File: config.mk
export PLATFORM = sky130hd
export DESIGN_NAME = nibble_serial_adder
export DESIGN_NICKNAME = d
export VERILOG_FILES = /design/src/rtl/nibble_serial_adder.sv
export SDC_FILE = /design/constraint.sdc
export NUM_CORES = 1
export LEC_CHECK = 0
export BUFFER_PORTS_ARGS = -buffer_cell sky130_fd_sc_hd__buf_2
export CAP_MARGIN = 10
export CORE_MARGIN = 2
export CORE_UTILIZATION = 35
export DETAILED_ROUTE_END_ITERATION = 10
export PLACE_DENSITY = 0.6
export SLEW_MARGIN = 20
export SYNTH_ARGS = -nofsm -noshare
export SYNTH_HDL_FRONTEND = slang
export SYNTH_SLANG_ARGS = --single-unit
File: constraint.sdc
create_clock -name clk -period 1.4 [get_ports clk]
set_input_delay 0.21 -clock clk [delete_from_list [all_inputs] [get_ports clk]]
set_output_delay 0.21 -clock clk [all_outputs]
set_load 0.01 [all_outputs]
File: src/rtl/nibble_serial_adder.sv
// Serial WIDTH-bit adder: one 4-bit carry-look-ahead slice per clock, LSB nibble first.
// Latency: out_valid rises NIBBLES clocks after the accept edge.
// Backpressure: result held in DONE until out_ready; new operands refused until back in IDLE.

module nand_gate #(parameter int N = 2) (
    input  logic [N-1:0] a,
    output logic         y
);
    assign y = ~&a;
endmodule

module and_gate #(parameter int N = 2) (
    input  logic [N-1:0] a,
    output logic         y
);
    logic n;
    nand_gate #(.N(N)) u_nand (.a(a), .y(n));
    nand_gate #(.N(1)) u_inv  (.a(n), .y(y));
endmodule

module or_gate #(parameter int N = 2) (
    input  logic [N-1:0] a,
    output logic         y
);
    logic [N-1:0] na;
    for (genvar i = 0; i < N; i++) begin : g_inv
        nand_gate #(.N(1)) u_inv (.a(a[i]), .y(na[i]));
    end
    nand_gate #(.N(N)) u_nand (.a(na), .y(y));
endmodule

module xor_gate (
    input  logic [1:0] a,
    output logic       y
);
    logic n0, n1, n2;
    nand_gate #(.N(2)) u_n0 (.a(a),           .y(n0));
    nand_gate #(.N(2)) u_n1 (.a({a[0], n0}),  .y(n1));
    nand_gate #(.N(2)) u_n2 (.a({a[1], n0}),  .y(n2));
    nand_gate #(.N(2)) u_n3 (.a({n1, n2}),    .y(y));
endmodule

module cla4_slice (
    input  logic [3:0] a,
    input  logic [3:0] b,
    input  logic       cin,
    output logic [3:0] s,
    output logic       c3,
    output logic       cout
);
    logic [3:0] p, g;
    logic [4:0] c;
    logic [4:0] gx;

    assign c[0] = cin;
    assign gx   = {g, cin};

    for (genvar i = 0; i < 4; i++) begin : g_bit
        xor_gate            u_p (.a({a[i], b[i]}), .y(p[i]));
        and_gate #(.N(2))   u_g (.a({a[i], b[i]}), .y(g[i]));
        xor_gate            u_s (.a({p[i], c[i]}), .y(s[i]));

        // c[i+1] = OR over k of (g[k-1] or cin) propagated through p[i:k]
        logic [i+1:0] t;
        for (genvar k = 0; k <= i + 1; k++) begin : g_term
            if (k == i + 1) begin : g_gen
                and_gate #(.N(1)) u_t (.a(gx[k]), .y(t[k]));
            end else begin : g_prop
                and_gate #(.N(i - k + 2)) u_t (.a({p[i:k], gx[k]}), .y(t[k]));
            end
        end
        or_gate #(.N(i + 2)) u_c (.a(t), .y(c[i+1]));
    end

    assign c3   = c[3];
    assign cout = c[4];
endmodule

module nibble_serial_adder #(
    parameter int WIDTH = 16
) (
    input  logic             clk,
    input  logic             rst_n,
    input  logic             in_valid,
    output logic             in_ready,
    input  logic [WIDTH-1:0] a,
    input  logic [WIDTH-1:0] b,
    input  logic             cin,
    output logic             out_valid,
    input  logic             out_ready,
    output logic [WIDTH-1:0] sum,
    output logic             cout,
    output logic             overflow
);
    localparam int NIBBLES = WIDTH / 4;
    localparam int CW      = (NIBBLES > 1) ? $clog2(NIBBLES) : 1;

    typedef enum logic [1:0] {IDLE, RUN, DONE} state_t;

    state_t           state;
    logic [WIDTH-1:0] a_sh, b_sh, psum, psum_next;
    logic             carry_q;
    logic [CW-1:0]    cnt;
    logic [3:0]       slice_s;
    logic             slice_c3, slice_c4, last;

    cla4_slice u_slice (
        .a    (a_sh[3:0]),
        .b    (b_sh[3:0]),
        .cin  (carry_q),
        .s    (slice_s),
        .c3   (slice_c3),
        .cout (slice_c4)
    );

    if (WIDTH == 4) begin : g_one_nibble
        assign psum_next = slice_s;
    end else begin : g_multi_nibble
        assign psum_next = {slice_s, psum[WIDTH-1:4]};
    end

    assign last      = (cnt == CW'(NIBBLES - 1));
    assign in_ready  = (state == IDLE);
    assign out_valid = (state == DONE);

    always_ff @(posedge clk or negedge rst_n) begin
        if (!rst_n) begin
            state    <= IDLE;
            a_sh     <= '0;
            b_sh     <= '0;
            psum     <= '0;
            carry_q  <= 1'b0;
            cnt      <= '0;
            sum      <= '0;
            cout     <= 1'b0;
            overflow <= 1'b0;
        end else begin
            case (state)
                IDLE: begin
                    if (in_valid) begin
                        a_sh    <= a;
                        b_sh    <= b;
                        carry_q <= cin;
                        cnt     <= '0;
                        state   <= RUN;
                    end
                end
                RUN: begin
                    a_sh    <= a_sh >> 4;
                    b_sh    <= b_sh >> 4;
                    psum    <= psum_next;
                    carry_q <= slice_c4;
                    if (last) begin
                        // Final nibble: its carry-in to bit 3 is the carry into the MSB
                        sum      <= psum_next;
                        cout     <= slice_c4;
                        overflow <= slice_c3 ^ slice_c4;
                        state    <= DONE;
                    end else begin
                        cnt <= cnt + CW'(1);
                    end
                end
                DONE: begin
                    if (out_ready) state <= IDLE;
                end
                default: state <= IDLE;
            endcase
        end
    end
endmodule

# Word level (Yosys, flattened, before mapping)
# Cells that the tools add are included.
[word_totals]
ff_bits = 71
[op_classes]
addsub = 1
eq_ne = 7
mux = 13
n_bitwise = 1
reduce_logical = 96
[ops]
columns = ["operator", "count"]
rows = [
  ["AND reduction 2 bit", 35],
  ["case mux 16 bit (2 select lines)", 2],
  ["zero test 1 bit", 45],
  ["two-way mux 16 bit", 2],
  ["AND reduction 3 bit", 7],
  ["AND reduction 4 bit", 4],
  ["AND reduction 5 bit", 3],
  ["two-way mux 2 bit", 5],
  ["inequality test 2 bit (second input constant)", 3],
  ["case mux 2 bit (3 select lines)", 1],
  ["equality test 2 bit (second input constant)", 2],
  ["case mux 2 bit (2 select lines)", 1],
  ["adder 2 x 1 -> 2 bit (second input constant)", 1],
  ["equality test 2 x 1 -> 1 bit (second input constant)", 1],
  ["zero test 2 bit", 1],
  ["inequality test 2 x 1 -> 1 bit (second input constant)", 1],
  ["case mux 1 bit (2 select lines)", 1],
  ["nonzero test 2 bit", 1],
  ["two-way mux 1 bit", 1],
  ["XOR 1 bit", 1],
]

# Depth between registers and ports, before layout
[depth]
word_depth = 16
depth_mapped = 6

# Modules after synthesis
# Synthesis repeated with hierarchy kept, for this count alone.
[hier_totals]
cells_unflattened = 315
hier_area_um2 = 3179.3
[by_module_without_submodules]
columns = ["module", "n_inst", "cells_per_inst", "area_each_um2", "seq_area_each_um2"]
rows = [
  ["nibble_serial_adder", 1, 227, 2829.0, 1676.6],
  ["nand_gate (u_slice.g_bit[0].g_term[0].g_prop.u_t.u_inv ...)", 77, 1, 3.8, 0.0],
  ["nand_gate (u_slice.g_bit[3].g_term[0].g_prop.u_t.u_nand ...)", 2, 2, 11.3, 0.0],
  ["nand_gate (u_slice.g_bit[1].g_term[0].g_prop.u_t.u_nand ...)", 4, 1, 5.0, 0.0],
  ["nand_gate (u_slice.g_bit[2].g_term[0].g_prop.u_t.u_nand ...)", 3, 1, 6.3, 0.0],
]

# Worst setup path before layout
# No wires, ideal clock.
[synth_timing]
path_kind = "register -> register"
from = "register a_sh[0]"
to = "register overflow"
arrival_ns = 1.426
path_slack_ns = -0.157
stages_incl_launch_ff = 5
n_path_buf = 0
synth_period_minus_slack_ns = 1.557
cell_sequence = "dfrtp_1 ha_1 a211oi_1 nor4b_1 or3_1"
[synth_via]
elab_chain_len = 11
elab_cells_between_ends = 21
classes_between = "1 x bitwise; 20 x reduce/logical"
[synth_rtl]
columns = ["element", "line_no", "rtl"]
rows = [
  ["from (decl)", "101", "logic [WIDTH-1:0] a_sh, b_sh, psum, psum_next;"],
  ["from (signal assigned)", "149", "a_sh <= a_sh >> 4;"],
  ["AND reduction 2 bit", "9", "assign y = ~&a;"],
  ["zero test 1 bit", "9", ""],
  ["AND reduction 2 bit", "9", ""],
  ["zero test 1 bit", "9", ""],
  ["AND reduction 2 bit", "9", ""],
  ["zero test 1 bit", "9", ""],
  ["AND reduction 5 bit or AND reduction 4 bit (tied branches)", "9", ""],
  ["zero test 1 bit", "9", ""],
  ["AND reduction 5 bit or AND reduction 4 bit (tied branches)", "9", ""],
  ["zero test 1 bit", "9", ""],
  ["XOR 1 bit (*)", "157", "overflow <= slice_c3 ^ slice_c4;"],
  ["to (signal assigned)", "157", ""],
  ["to (decl)", "93", "output logic overflow"],
]
# Every way passes the cells marked *; elsewhere a longest branch is shown, timed or not.
# A chain may end at the register's enable or synchronous reset.

# Final worst setup path
[layout_timing]
from = "register b_sh[0]"
to = "register carry_q"
[layout_via]
elab_chain_len = 11
elab_cells_between_ends = 15
classes_between = "1 x mux; 14 x reduce/logical"
[layout_rtl]
columns = ["element", "line_no", "rtl"]
rows = [
  ["from (decl)", "101", ""],
  ["from (signal assigned)", "150", "b_sh <= b_sh >> 4;"],
  ["AND reduction 2 bit", "9", ""],
  ["zero test 1 bit", "9", ""],
  ["AND reduction 2 bit", "9", ""],
  ["zero test 1 bit", "9", ""],
  ["AND reduction 2 bit", "9", ""],
  ["zero test 1 bit", "9", ""],
  ["AND reduction 5 bit", "9", ""],
  ["zero test 1 bit", "9", ""],
  ["AND reduction 5 bit (*)", "9", ""],
  ["zero test 1 bit (*)", "9", ""],
  ["case mux 1 bit (2 select lines) (*)", "138", "case (state)"],
  ["to (signal assigned)", "143", "carry_q <= cin;"],
  ["to (signal assigned)", "152", "carry_q <= slice_c4;"],
  ["to (decl)", "102", "logic carry_q;"],
]
# Marks and branches as above.

==> flow_metrics.tcl <==
set metrics [dict create \
    status "complete, but fails checks" \
    violations "setup timing" \
    fin_util_pct 50.8 \
    endpoint_kind "flop" \
    period_share_pct 109 \
    switching_share_pct 34.9 \
    fp.dieW_um 96.3 \
    p_seq_share_pct 33.7 \
    p_int_uw 6580 \
    fill_cells 750 \
    async_reset_ff_share_pct 100 \
    drc_errors 0 \
    gp_congestion 0.746 \
    min_path_type "primary input to flop" \
    cts_tree "built" \
    antenna_cells 0 \
    crit_required_ns 1.62 \
    grt_first_pass_wirelength_um 11100 \
    syn2layout_area_growth_pct 40.6 \
    critPathSlowestCell "dfrtp_1" \
    finalWorstPathRequiredPeriod_ns 1.52 \
    final_area_sq_mm 0.00420 \
    fp-row-count 33 \
    yosys-top-cells-area "dfrtp_1 (56%), mux2_2 (8.3%), a22oi_1 (6.0%), o21ai_0 (5.4%), nand2_1 (4.2%)" \
    ant_nets 0 \
    cts_sinks 67 \
    drive_above_1_share_pct 45.9 \
    grt_max_degree 68 \
    start_util_pct 36.1 \
    grt_setup_unrepaired "yes" \
    synth_top_area_share_pct 56.2 \
    synth_cells 257 \
    crit_path_max_fanout 4 \
    p_leak_uw 0.00195 \
    crit_path_end "carry_q$_DFFE_PN0P_" \
    clockRootBuffer "clkbuf_8" \
    ir_worst_vdd_v 0.000821 \
    synth_seq_area_share_pct 56.2 \
    fin_tns_setup_ns -0.760 \
    timing.rr.start "b_sh[0]$_DFFE_PN0P_" \
    synth.net_count 300 \
    synth_area_per_cell_sq_um 11.6 \
    placed_cell_area_sq_mm 0.00358 \
    tightest_slew_ns 0.369 \
    r2r_setup_slack_ns -0.12 \
    clockBufferDepth 2 \
    path_class "flop to flop" \
    cp.depth 4 \
    path_cells "ha_4 -> a21o_1 -> a22o_1 -> o311a_1" \
    synthFlopType "dfrtp_1" \
    reg2regPathDepth 4 \
    htreeDepth 3 \
    p_comb_share_pct 51.1 \
    crit_start "b_sh[0]$_DFFE_PN0P_" \
    synth_area_leader_cell "dfrtp_1" \
    ys_ff_latch 67 \
    grt_overflow_total 0 \
    cp_slowest_stage_delay_ns 0.41 \
    post-dp-hpwl_um 4570 \
    track_usage_pct 16.0 \
    drt_iter0_markers 64 \
    dr.pass1.iters 5 \
    num_vias 2326 \
    port-buffer-count 56 \
    place_inst 427 \
    syn_area_sq_mm 0.00298 \
    avgViaCountPerCell 5.06 \
    clkPwrFrac_pct 15.1 \
    grt_pass1_vias 2309 \
    ys.warnings.count 0 \
    pre_cts_ws_ns -0.122 \
    yosysMostFrequentCell "dfrtp_1" \
    final_nets 395 \
    setup_viol 11 \
    ff_latch_area_sq_mm 0.00168 \
    synth_cell_types 35 \
    synth-edff-count 0 \
    die_area_sq_mm 0.00928 \
    cp_top_family "compound AO/OA/AOI/OAI gates" \
    cts_made_buffers 9 \
    die_y_um 96.3 \
    hold_violations 0 \
    antenna_found_initial 0 \
    reg2reg_to "carry_q$_DFFE_PN0P_" \
    multi_input_area_sq_mm 0.00138 \
    io_pins 57 \
    worst-path-buf-inv 0 \
    clock_latency_ns 0.34 \
    achievable-frequency_mhz 657 \
    final_max_slew_viol_count 0 \
    critical_path_arrival_ns 1.74 \
    maxCapViolCount 0 \
    wl_per_cell_um 15.6 \
    min-delay-start "out_ready" \
    wl_um 7170 \
    slew_headroom_pct 75.4 \
    skew_ns 0.00986 \
    path_clk_slew_ns 0.07 \
    p_sw_uw 3530 \
    final_cells 460 \
    finalWorstSetupSlack_ns -0.122 \
    crit_path_start_kind "flop" \
    powerDensity_mw_per_mm2 2410 \
    synthTopCellsByCount "dfrtp_1 (67), nand2_1 (33), o21ai_0 (32)" \
    core_area_sq_mm 0.00826 \
]
-- flip-flops by register name, summed over array words and instances (netlist names) --
signal    count
overflow      1
a_sh         16
carry_q       1
cout          1
cnt           2
psum         12
b_sh         16
state         2
sum          16
-- metal layers --
layer  vias to the layer above  global-route usage, %  part of all wire [%]
met1                      1131                   19.0                    42
met5                         -                      0                     0
li1                       1116                      -                     -
met2                        66                   26.4                    51
met3                        13                   4.86                   5.2
met4                         0                   7.86                   2.0
-- power groups by stage --
stage / sequential [uW] / combinational (uW) / clock, uW
finish: 3410 / 5170 / 1530
CTS: 3400 / 4140 / 1570
global placement: 3380 / 3780 / 0
global route: 3520 / 5630 / 1680
floorplan: 3390 / 2450 / 0
detailed placement: 3430 / 3840 / 0
-- kinds of logic (layout without fill, tap and decap cells) --
family / Yosys count / count (layout) / synth area share [%]
AO/OA/AOI/OAI: 82 / 82 / 18.2
flip-flops: 67 / 67 / 56.2
AND/OR/NAND/NOR: 56 / 56 / 9.19
multiplexers: 24 / 24 / 9.31
buffers and inverters: 21 / 119 / 3.98
adder cells (fa/ha/maj): 6 / 6 / 2.77
XOR/XNOR: 1 / 1 / 0.294
-- through the flow --
step,power [uW],hold WS [ns]
after global placement,7150,0.257
after CTS,9110,0.0304
after floorplan,5850,-0.0856
final,10100,0.0477
after global routing,10800,0.0465
after detailed placement,7270,0.258
-- worst min path at each step --
stage | end | slack [ns] | depth (start not counted)
final | state[1]$_DFFE_PN0P_ | 0.05 | 2
after global routing | state[1]$_DFFE_PN0P_ | 0.05 | 2
after CTS | state[1]$_DFFE_PN0P_ | 0.03 | 2
after detailed placement | sum[0]$_DFFE_PN0P_ | 0.26 | 2
after global placement | sum[0]$_DFFE_PN0P_ | 0.26 | 2
after floorplan | a_sh[0]$_DFFE_PN0P_ | -0.09 | 0
-- layout by cell type (no fill, tap or decap), drive strengths merged, types with 4 or more instances in the layout --
cell,n
nor2b,6
a22oi,24
ha,5
inv,4
nor2,5
a22o,6
clkbuf,14
nand2b,4
o31ai,4
dfrtp,67
nand2,33
o21ai,32
mux2,24
buf,97
-- cell type report --
type                    count  share of cell area [%]
flip-flops and latches     67                    40.0
multi-input cells         169                    33.0
repair buffers            101                    19.2
clock buffers              11                    3.37
well taps                 105                    3.13
clock inverters             3                   0.954
inverters                   4                   0.358
-- what timing repair did --
action | 4_1_cts | 5_1_grt
endpoints found under the hold margin | 67 | 0
endpoints found under the setup margin | 41 | 40
pin swaps | 4 | 12
buffers inserted | 5 | 12
hold buffers | 1 | 0
gates resized for setup | 21 | 28
gates cloned | 0 | 3
Power figures use the tool's default switching activity.
